File: src/rtl/ntt_ctrl.sv
// Address sequencer for an in-place forward (CT) or inverse (GS) NTT over N coefficients.
// Three-stage pipeline: issue addresses, register RAM/ROM data as operands, write back butterfly results.
//
// state | meaning
// IDLE  | waiting for start_i
// RUN   | one coefficient pair issued per cycle, N/2 cycles per layer
// DRAIN | two cycles that let the layer's last writes land
// DONE  | one-cycle completion pulse
module ntt_ctrl #(
    parameter int N    = 256,
    parameter int LOGN = 8
) (
    input  logic            clk_i,
    input  logic            rst_i,
    input  logic            start_i,
    input  logic            mode_i,
    output logic            busy_o,
    output logic            done_o,
    output logic [LOGN-1:0] rd_addr_a_o,
    output logic [LOGN-1:0] rd_addr_b_o,
    input  logic [22:0]     rd_data_a_i,
    input  logic [22:0]     rd_data_b_i,
    output logic [LOGN-1:0] tw_addr_o,
    input  logic [22:0]     tw_data_i,
    output logic [23:0]     a_o,
    output logic [23:0]     b_o,
    output logic [22:0]     twiddle_o,
    output logic            sel_red_o,
    output logic            sel_butterfly_o,
    input  logic [22:0]     bf_a_i,
    input  logic [22:0]     bf_b_i,
    output logic            we_o,
    output logic [LOGN-1:0] wr_addr_a_o,
    output logic [LOGN-1:0] wr_addr_b_o,
    output logic [22:0]     wr_data_a_o,
    output logic [22:0]     wr_data_b_o
);

    localparam int LW = $clog2(LOGN);
    localparam int PW = LOGN - 1;

    localparam logic [1:0] S_IDLE  = 2'd0;
    localparam logic [1:0] S_RUN   = 2'd1;
    localparam logic [1:0] S_DRAIN = 2'd2;
    localparam logic [1:0] S_DONE  = 2'd3;

    localparam logic [PW-1:0]   PAIR_LAST    = PW'(N / 2 - 1);
    localparam logic [LW-1:0]   LAYER_LAST   = LW'(LOGN - 1);
    localparam logic [LOGN-1:0] TW_FWD_FIRST = LOGN'(1);
    localparam logic [LOGN-1:0] TW_INV_FIRST = LOGN'(N - 1);

    logic [1:0]      state;
    logic            mode;
    logic [LW-1:0]   layer;
    logic [PW-1:0]   pair;
    logic [PW-1:0]   mask;
    logic [LOGN-1:0] tw;
    logic            drain_cnt;

    logic            run;
    logic [PW-1:0]   offs;
    logic [PW-1:0]   hi;
    logic [LOGN-1:0] addr_a;
    logic [LOGN-1:0] len;
    logic            block_end;

    logic            s1_valid;
    logic            s1_last;
    logic [LOGN-1:0] s1_addr_a;
    logic [LOGN-1:0] s1_addr_b;

    // mask = len-1; the pair index is split around bit log2(len) to form j,
    // and the inserted bit (always 0 in j) becomes the partner j+len.
    assign run       = (state == S_RUN);
    assign offs      = pair & mask;
    assign hi        = pair & ~mask;
    assign addr_a    = {hi, 1'b0} | {1'b0, offs};
    assign len       = {1'b0, mask} + 1'b1;
    assign block_end = (offs == mask);

    assign rd_addr_a_o     = run ? addr_a : '0;
    assign rd_addr_b_o     = run ? (addr_a | len) : '0;
    assign tw_addr_o       = run ? tw : '0;
    assign busy_o          = (state != S_IDLE);
    assign done_o          = (state == S_DONE);
    assign sel_butterfly_o = mode;
    assign wr_data_a_o     = we_o ? bf_a_i : '0;
    assign wr_data_b_o     = we_o ? bf_b_i : '0;

    always_ff @(posedge clk_i) begin
        if (rst_i) begin
            state     <= S_IDLE;
            mode      <= 1'b0;
            layer     <= '0;
            pair      <= '0;
            mask      <= '0;
            tw        <= '0;
            drain_cnt <= 1'b0;
        end else begin
            case (state)
                S_IDLE: begin
                    if (start_i) begin
                        state <= S_RUN;
                        mode  <= mode_i;
                        layer <= '0;
                        pair  <= '0;
                        mask  <= mode_i ? '0 : '1;
                        tw    <= mode_i ? TW_INV_FIRST : TW_FWD_FIRST;
                    end
                end
                S_RUN: begin
                    pair <= pair + 1'b1;
                    if (block_end)
                        tw <= mode ? (tw - 1'b1) : (tw + 1'b1);
                    if (pair == PAIR_LAST) begin
                        state     <= S_DRAIN;
                        drain_cnt <= 1'b1;
                    end
                end
                S_DRAIN: begin
                    if (drain_cnt != 1'b0) begin
                        drain_cnt <= drain_cnt - 1'b1;
                    end else if (layer == LAYER_LAST) begin
                        state <= S_DONE;
                    end else begin
                        state <= S_RUN;
                        layer <= layer + 1'b1;
                        mask  <= mode ? ((mask << 1) | PW'(1)) : (mask >> 1);
                    end
                end
                S_DONE:  state <= S_IDLE;
                default: state <= S_IDLE;
            endcase
        end
    end

    // Operand and write-back stages; addresses ride along with the RAM latency.
    always_ff @(posedge clk_i) begin
        if (rst_i) begin
            s1_valid    <= 1'b0;
            s1_last     <= 1'b0;
            s1_addr_a   <= '0;
            s1_addr_b   <= '0;
            we_o        <= 1'b0;
            wr_addr_a_o <= '0;
            wr_addr_b_o <= '0;
            a_o         <= '0;
            b_o         <= '0;
            twiddle_o   <= '0;
            sel_red_o   <= 1'b0;
        end else begin
            s1_valid    <= run;
            s1_last     <= run && (layer == LAYER_LAST);
            s1_addr_a   <= rd_addr_a_o;
            s1_addr_b   <= rd_addr_b_o;
            we_o        <= s1_valid;
            wr_addr_a_o <= s1_addr_a;
            wr_addr_b_o <= s1_addr_b;
            a_o         <= s1_valid ? {1'b0, rd_data_a_i} : '0;
            b_o         <= s1_valid ? {1'b0, rd_data_b_i} : '0;
            twiddle_o   <= s1_valid ? tw_data_i : '0;
            sel_red_o   <= s1_last;
        end
    end

endmodule
File: config.mk
export PLATFORM = sky130hd
export DESIGN_NAME = ntt_ctrl
export DESIGN_NICKNAME = d
export VERILOG_FILES = /design/src/rtl/ntt_ctrl.sv
export SDC_FILE = /design/constraint.sdc
export NUM_CORES = 1
export LEC_CHECK = 0
export BUFFER_PORTS_ARGS = -buffer_cell sky130_fd_sc_hd__buf_4
export CAP_MARGIN = 20
export CORE_ASPECT_RATIO = 1.75
export CORE_MARGIN = 4
export CORE_UTILIZATION = 30
export CTS_CLUSTER_SIZE = 8
export DETAILED_ROUTE_END_ITERATION = 10
export SETUP_SLACK_MARGIN = 0.5
export SYNTH_ARGS = -nofsm -noshare
export SYNTH_HDL_FRONTEND = slang
export SYNTH_SLANG_ARGS = --single-unit
File: constraint.sdc
create_clock -name clk_i -period 3.15 [get_ports clk_i]
set_input_delay 0.63 -clock clk_i [delete_from_list [all_inputs] [get_ports clk_i]]
set_output_delay 0.63 -clock clk_i [all_outputs]
set_load 0.02 [all_outputs]
## Yosys cells after proc, flatten, opt, wreduce, memory -nomap -nowiden

Cells that the tools add are included.

| storage, ports and cells | value |
|---|---|
| bits of input ports | 119 |
| output and inout port bits | 162 |
| logic and storage cells | 86 |
| register bits after elaboration | 136 |

| cells by class | value |
|---|---|
| reduce and logical (&&, ||, !) cells | 13 |
| mux-type cells | 30 |
| eq/ne operators | 11 |
| add/sub/neg operators | 6 |
| bitwise logic cells | 6 |

Operator list:

| cell | number |
|---|---|
| two-way mux 8 bit | 7 |
| two-way mux 23 bit | 2 |
| two-way mux 7 bit | 6 |
| one-hot mux 7 bit (2 select lines) | 2 |
| one-hot mux 8 bit (2 select lines) | 1 |
| bitwise AND 7 bit | 2 |
| two-way mux 3 bit | 3 |
| adder 7 x 1 -> 8 bit, second input constant | 1 |
| adder 8 x 1 -> 8 bit, second input constant | 1 |
| two-way mux 2 bit | 4 |
| bitwise OR 8 x 7 -> 8 bit | 1 |
| bitwise OR 8 bit | 1 |
| one-hot mux 2 bit (4 select lines) | 1 |
| nonzero test 2 bit | 4 |
| subtractor 8 x 1 -> 8 bit, second input constant | 1 |
| adder 7 x 1 -> 7 bit, second input constant | 1 |
| equality test 7 bit | 1 |
| equality test 7 bit, second input constant | 1 |
| NOT 7 bit | 1 |
| inequality test 2 bit, second input constant | 3 |
| one-hot mux 3 bit (2 select lines) | 1 |
| AND reduction 2 bit | 3 |
| AND reduction 3 bit | 2 |
| equality test 2 bit, second input constant | 2 |
| other kinds (12) | 14 |

## Depth between registers and ports, before layout

| logic depth | value |
|---|---|
| depth in word-level cells | 5 |
| depth in mapped cells | 8 |
| mapped depth without buffers | 7 |

## Least setup slack after synthesis

No wires, ideal clock.

| timing path | value |
|---|---|
| kind | register to register |
| start | reg mode, in the netlist sel_butterfly_o |
| end | reg tw[6] |
| library setup time | 0.120 ns |
| slack | 0.785 ns |
| stages on the path, launching flop included | 9 |
| arrival | 2.246 ns |
| clock period less this slack | 2.365 ns |
| required time | 3.030 ns |
| path through | dfxtp_1 clkbuf_1 inv_1 fa_1 nor2b_1 o31a_1 or4b_2 a21oi_1 o31a_1 |

| between the ends | value |
|---|---|
| longest elaborated chain between the ends | 3 |

Ends and longest elaborated chain:

| item | line | text |
|---|---|---|
| from (decl) | 53 | `logic mode;` |
| from (signal assigned) | 104 | `mode <= mode_i;` |
| two-way mux 8 bit | 114 | `tw <= mode ? (tw - 1'b1) : (tw + 1'b1);` |
| two-way mux 8 bit | 113 | `if (block_end)` |
| one-hot mux 8 bit (2 select lines) | 100 | `case (state)` |
| to (signal assigned) | 108 | `tw <= mode_i ? TW_INV_FIRST : TW_FWD_FIRST;` |
| to (signal assigned) | 114 |  |
| to (decl) | 57 | `logic [LOGN-1:0] tw;` |

Every way passes these cells. The select of a mux whose other input is x is not followed.
A chain may end at the register's enable or synchronous reset.

## Worst setup path after layout

| timing path | value |
|---|---|
| start | reg mask[0] |
| end | out rd_addr_b_o[6] |

| between the ends | value |
|---|---|
| longest elaborated chain between the ends | 3 |

Ends and longest elaborated chain:

| item | line | text |
|---|---|---|
| from (decl) | 56 | `logic [PW-1:0] mask;` |
| from (signal assigned) | 107 | `mask <= mode_i ? '0 : '1;` |
| from (signal assigned) | 128 | `mask <= mode ? ((mask << 1) \| PW'(1)) : (mask >> 1);` |
| adder 7 x 1 -> 8 bit | 78 | `assign len = {1'b0, mask} + 1'b1;` |
| bitwise OR 8 bit | 82 | `assign rd_addr_b_o = run ? (addr_a \| len) : '0;` |
| two-way mux 8 bit | 82 |  |
| to (decl) | 20 | `output logic [LOGN-1:0] rd_addr_b_o,` |

Every way passes these cells.

==> flow_summary.json <==
{
  "dp.cells": 1024,
  "vias_per_cell": 4.42,
  "avgRoutedWirePerCell_um": 18.9,
  "cp.arrival_ps": 1820,
  "syn2layout_area_growth_pct": 56.7,
  "initial_utilization_pct": 30.4,
  "antenna_found_initial": 0,
  "track_usage_pct": 20.2,
  "ys_warn_count": 0,
  "yosysUniqueCellTypes": 44,
  "slew_violations": 0,
  "die_area_mm2": 0.0193,
  "postCtsSetupBuffers": 0,
  "synth-edff-count": 0,
  "finClkSkew_ps": 12.6,
  "fin_setup_tns_ps": 0,
  "ant_nets": 0,
  "grt.overflow.total": 0,
  "die_x_um": 107,
  "final_common_cell": "buf_4",
  "dp_hpwl_um": 16200,
  "first_global_vias": 4640,
  "synth_seq_area_share_pct": 52.4,
  "setup_viol_count_final": 0,
  "clockRootBuffer": "clkbuf_16",
  "final_cells": 1056,
  "grt_pass1_wl_um": 28300,
  "hold_viol": 0,
  "worst_pin_slew_ps": 687,
  "mostFrequentLayoutCells": "buf_4, dfxtp_1, and2_1, nor2_1, a21oi_1",
  "leakage_nw": 3.76,
  "async_flop_share_pct": 0,
  "numPortBuffers": 278,
  "ys_top_cells_by_area": "dfxtp_1, and2_1, nor2_1",
  "cts_tree": "yes",
  "clock-sinks": 134,
  "outcome": "finished clean",
  "ys_ff_latch": 134,
  "cts_buffers": 17,
  "drcViolationCount": 0,
  "totalWireLength_um": 19900,
  "ys.flop_type": "dfxtp_1",
  "nFillCells": 1708,
  "cp.required_ps": 2520,
  "rsz0062_at_grt": "no",
  "synth_top_area_share_pct": 52.4,
  "clock_path_buffers": 2,
  "path_class": "reg -> out",
  "drt_iter0_markers": 150,
  "fin_nets": 946,
  "max_cap_violations": 0,
  "synth_area_leader_cell": "dfxtp_1",
  "power_density_mw_per_mm2": 536,
  "ir_worst_vdd_uv": 306,
  "drive_gt1_share_pct": 38.8,
  "reg2reg_depth": 5,
  "globalplace.congestion": 0.910,
  "worstPathMaxFanout": 7,
  "hold_class": "in -> reg",
  "fmax_mhz": 407,
  "period_minus_slack_ps": 2450,
  "timing.final.crit_share_pct": 77.9,
  "clkTransAtPathRegs_ps": 60,
  "num_vias": 4668,
  "n_antenna_cell": 0,
  "holdPathStages": 2,
  "firstDrtPassIters": 4,
  "ios": 281,
  "dieHeight_um": 181,
  "row_count": 63,
  "ctsHoldBuffers": 0,
  "syn_inst": 543,
  "htreeDepth": 4,
  "slew_headroom_pct": 54.1,
  "worst_setup_path_end_kind": "output port",
  "core_area_mm2": 0.0169,
  "grt_max_degree": 40,
  "syn_area_per_cell_um2": 9.43,
  "start_kind": "flop",
  "netlist_area_mm2": 0.00512,
  "clock_latency_ps": 420
}
[synthesized netlist by cell type, drive strengths merged, types with 2 or more instances]
master    n
a211oi    8
a21boi    2
a21oi    30
a221oi    2
a22oi     4
a31oi     2
and2    122
buf       5
clkbuf   28
dfxtp   134
ha       10
inv      14
mux2i    17
nand2    14
nand2b    9
nand3     9
nand3b    2
nor2     57
nor2b    30
nor3      4
o21a      2
o21ai    14
o31a      2
or4b      2
xnor2     4
xor2      2
[metrics by stage]
step | hold WS (ps) | util (%) | setup slack [ps] | power, W | cell area [um2]
6_report | 414 | 47.6 | 696 | 0.00430 | 8030
5_1_grt | 393 | 47.6 | 558 | 0.00448 | 8030
4_1_cts | 389 | 47.6 | 510 | 0.00437 | 8020
3_5_place_dp | 420 | 44.0 | 864 | 0.00233 | 7420
3_3_place_gp | 422 | 44.0 | 926 | 0.00233 | 7420
2_1_floorplan | 414 | - | 785 | 0.00207 | 5130
[flip-flops by register name (all words and copies together) (netlist names)]
register / cells
a_o: 23
b_o: 23
drain_cnt: 1
layer: 3
mask: 7
pair: 7
s1_addr_a: 8
s1_addr_b: 8
s1_last: 1
s1_valid: 1
sel_butterfly_o: 1
sel_red_o: 1
state: 2
tw: 8
twiddle_o: 23
we_o: 1
wr_addr_a_o: 8
wr_addr_b_o: 8
[path summary, 6_finish.rpt]
| path | from | endpoint | slack, ps |
|---|---|---|---|
| max | mask[0]$_SDFFE_PP0P_ | rd_addr_b_o[6] | 700 |
| min | rd_data_a_i[7] | a_o[7]$_SDFF_PP0_ | 410 |
| max reg2reg | state[0]$_SDFFE_PP0P_ | tw[7]$_SDFFE_PP0P_ | 860 |
| min reg2reg | s1_addr_b[1]$_SDFF_PP0_ | wr_addr_b_o[1]$_SDFF_PP0_ | 430 |
[where the power goes]
| part | internal (W) | switching, W | leakage (nW) |
|---|---|---|---|
| combinational | 0.000249 | 0.000261 | 2.39 |
| clock | 0.00127 | 0.000745 | 0.288 |
| sequential | 0.00174 | 0.0000383 | 1.09 |
[per-layer routing]
metal / vias up / wire length, um / share of wire (%) / track usage (%)
met5: - / 0 / 0 / 0
met4: 0 / 316 / 1.6 / 6.30
met3: 22 / 4320 / 22 / 19.9
met2: 239 / 8700 / 44 / 31.0
met1: 2102 / 6600 / 33 / 18.6
li1: 2305 / - / - / -
[worst max-delay path: stages (launching register included)]
cell and delay [ps]:
dfxtp_1 450, ha_1 260, nand2_1 70, nor2_1 150, mux2i_1 200, a21oi_1 90, buf_4 180
[logic make-up (layout without fill, tap and decap cells)]
group / after synthesis / in the layout / synth area share (%)
xor gates and xnor gates: 6 / 6 / 1.03
buffers and inverters: 47 / 332 / 3.83
AOI/OAI and AO/OA: 73 / 73 / 8.74
muxes: 18 / 18 / 3.54
and+or+nand+nor: 253 / 253 / 27.6
other: 1 / 2 / 0.0732
DFF: 134 / 134 / 52.4
adders and majority gates: 11 / 11 / 2.83
[layout make-up]
class                   instances  area [um2]  share of cell area (%)
clock buffers                  21         450                    5.61
inverters                      14        52.6                   0.655
repair buffers                286        2150                    26.7
multi-input cells             363        2260                    28.1
clock inverters                11         150                    1.87
flip-flops and latches        134        2680                    33.4
well taps                     227         284                    3.54
[timing repair]
item | CTS | global route
endpoints found under the setup margin | 0 | 2
resized for setup | 0 | 2
endpoints found under the hold margin | 0 | 0
Note: power is estimated with default switching activity, not from simulation.
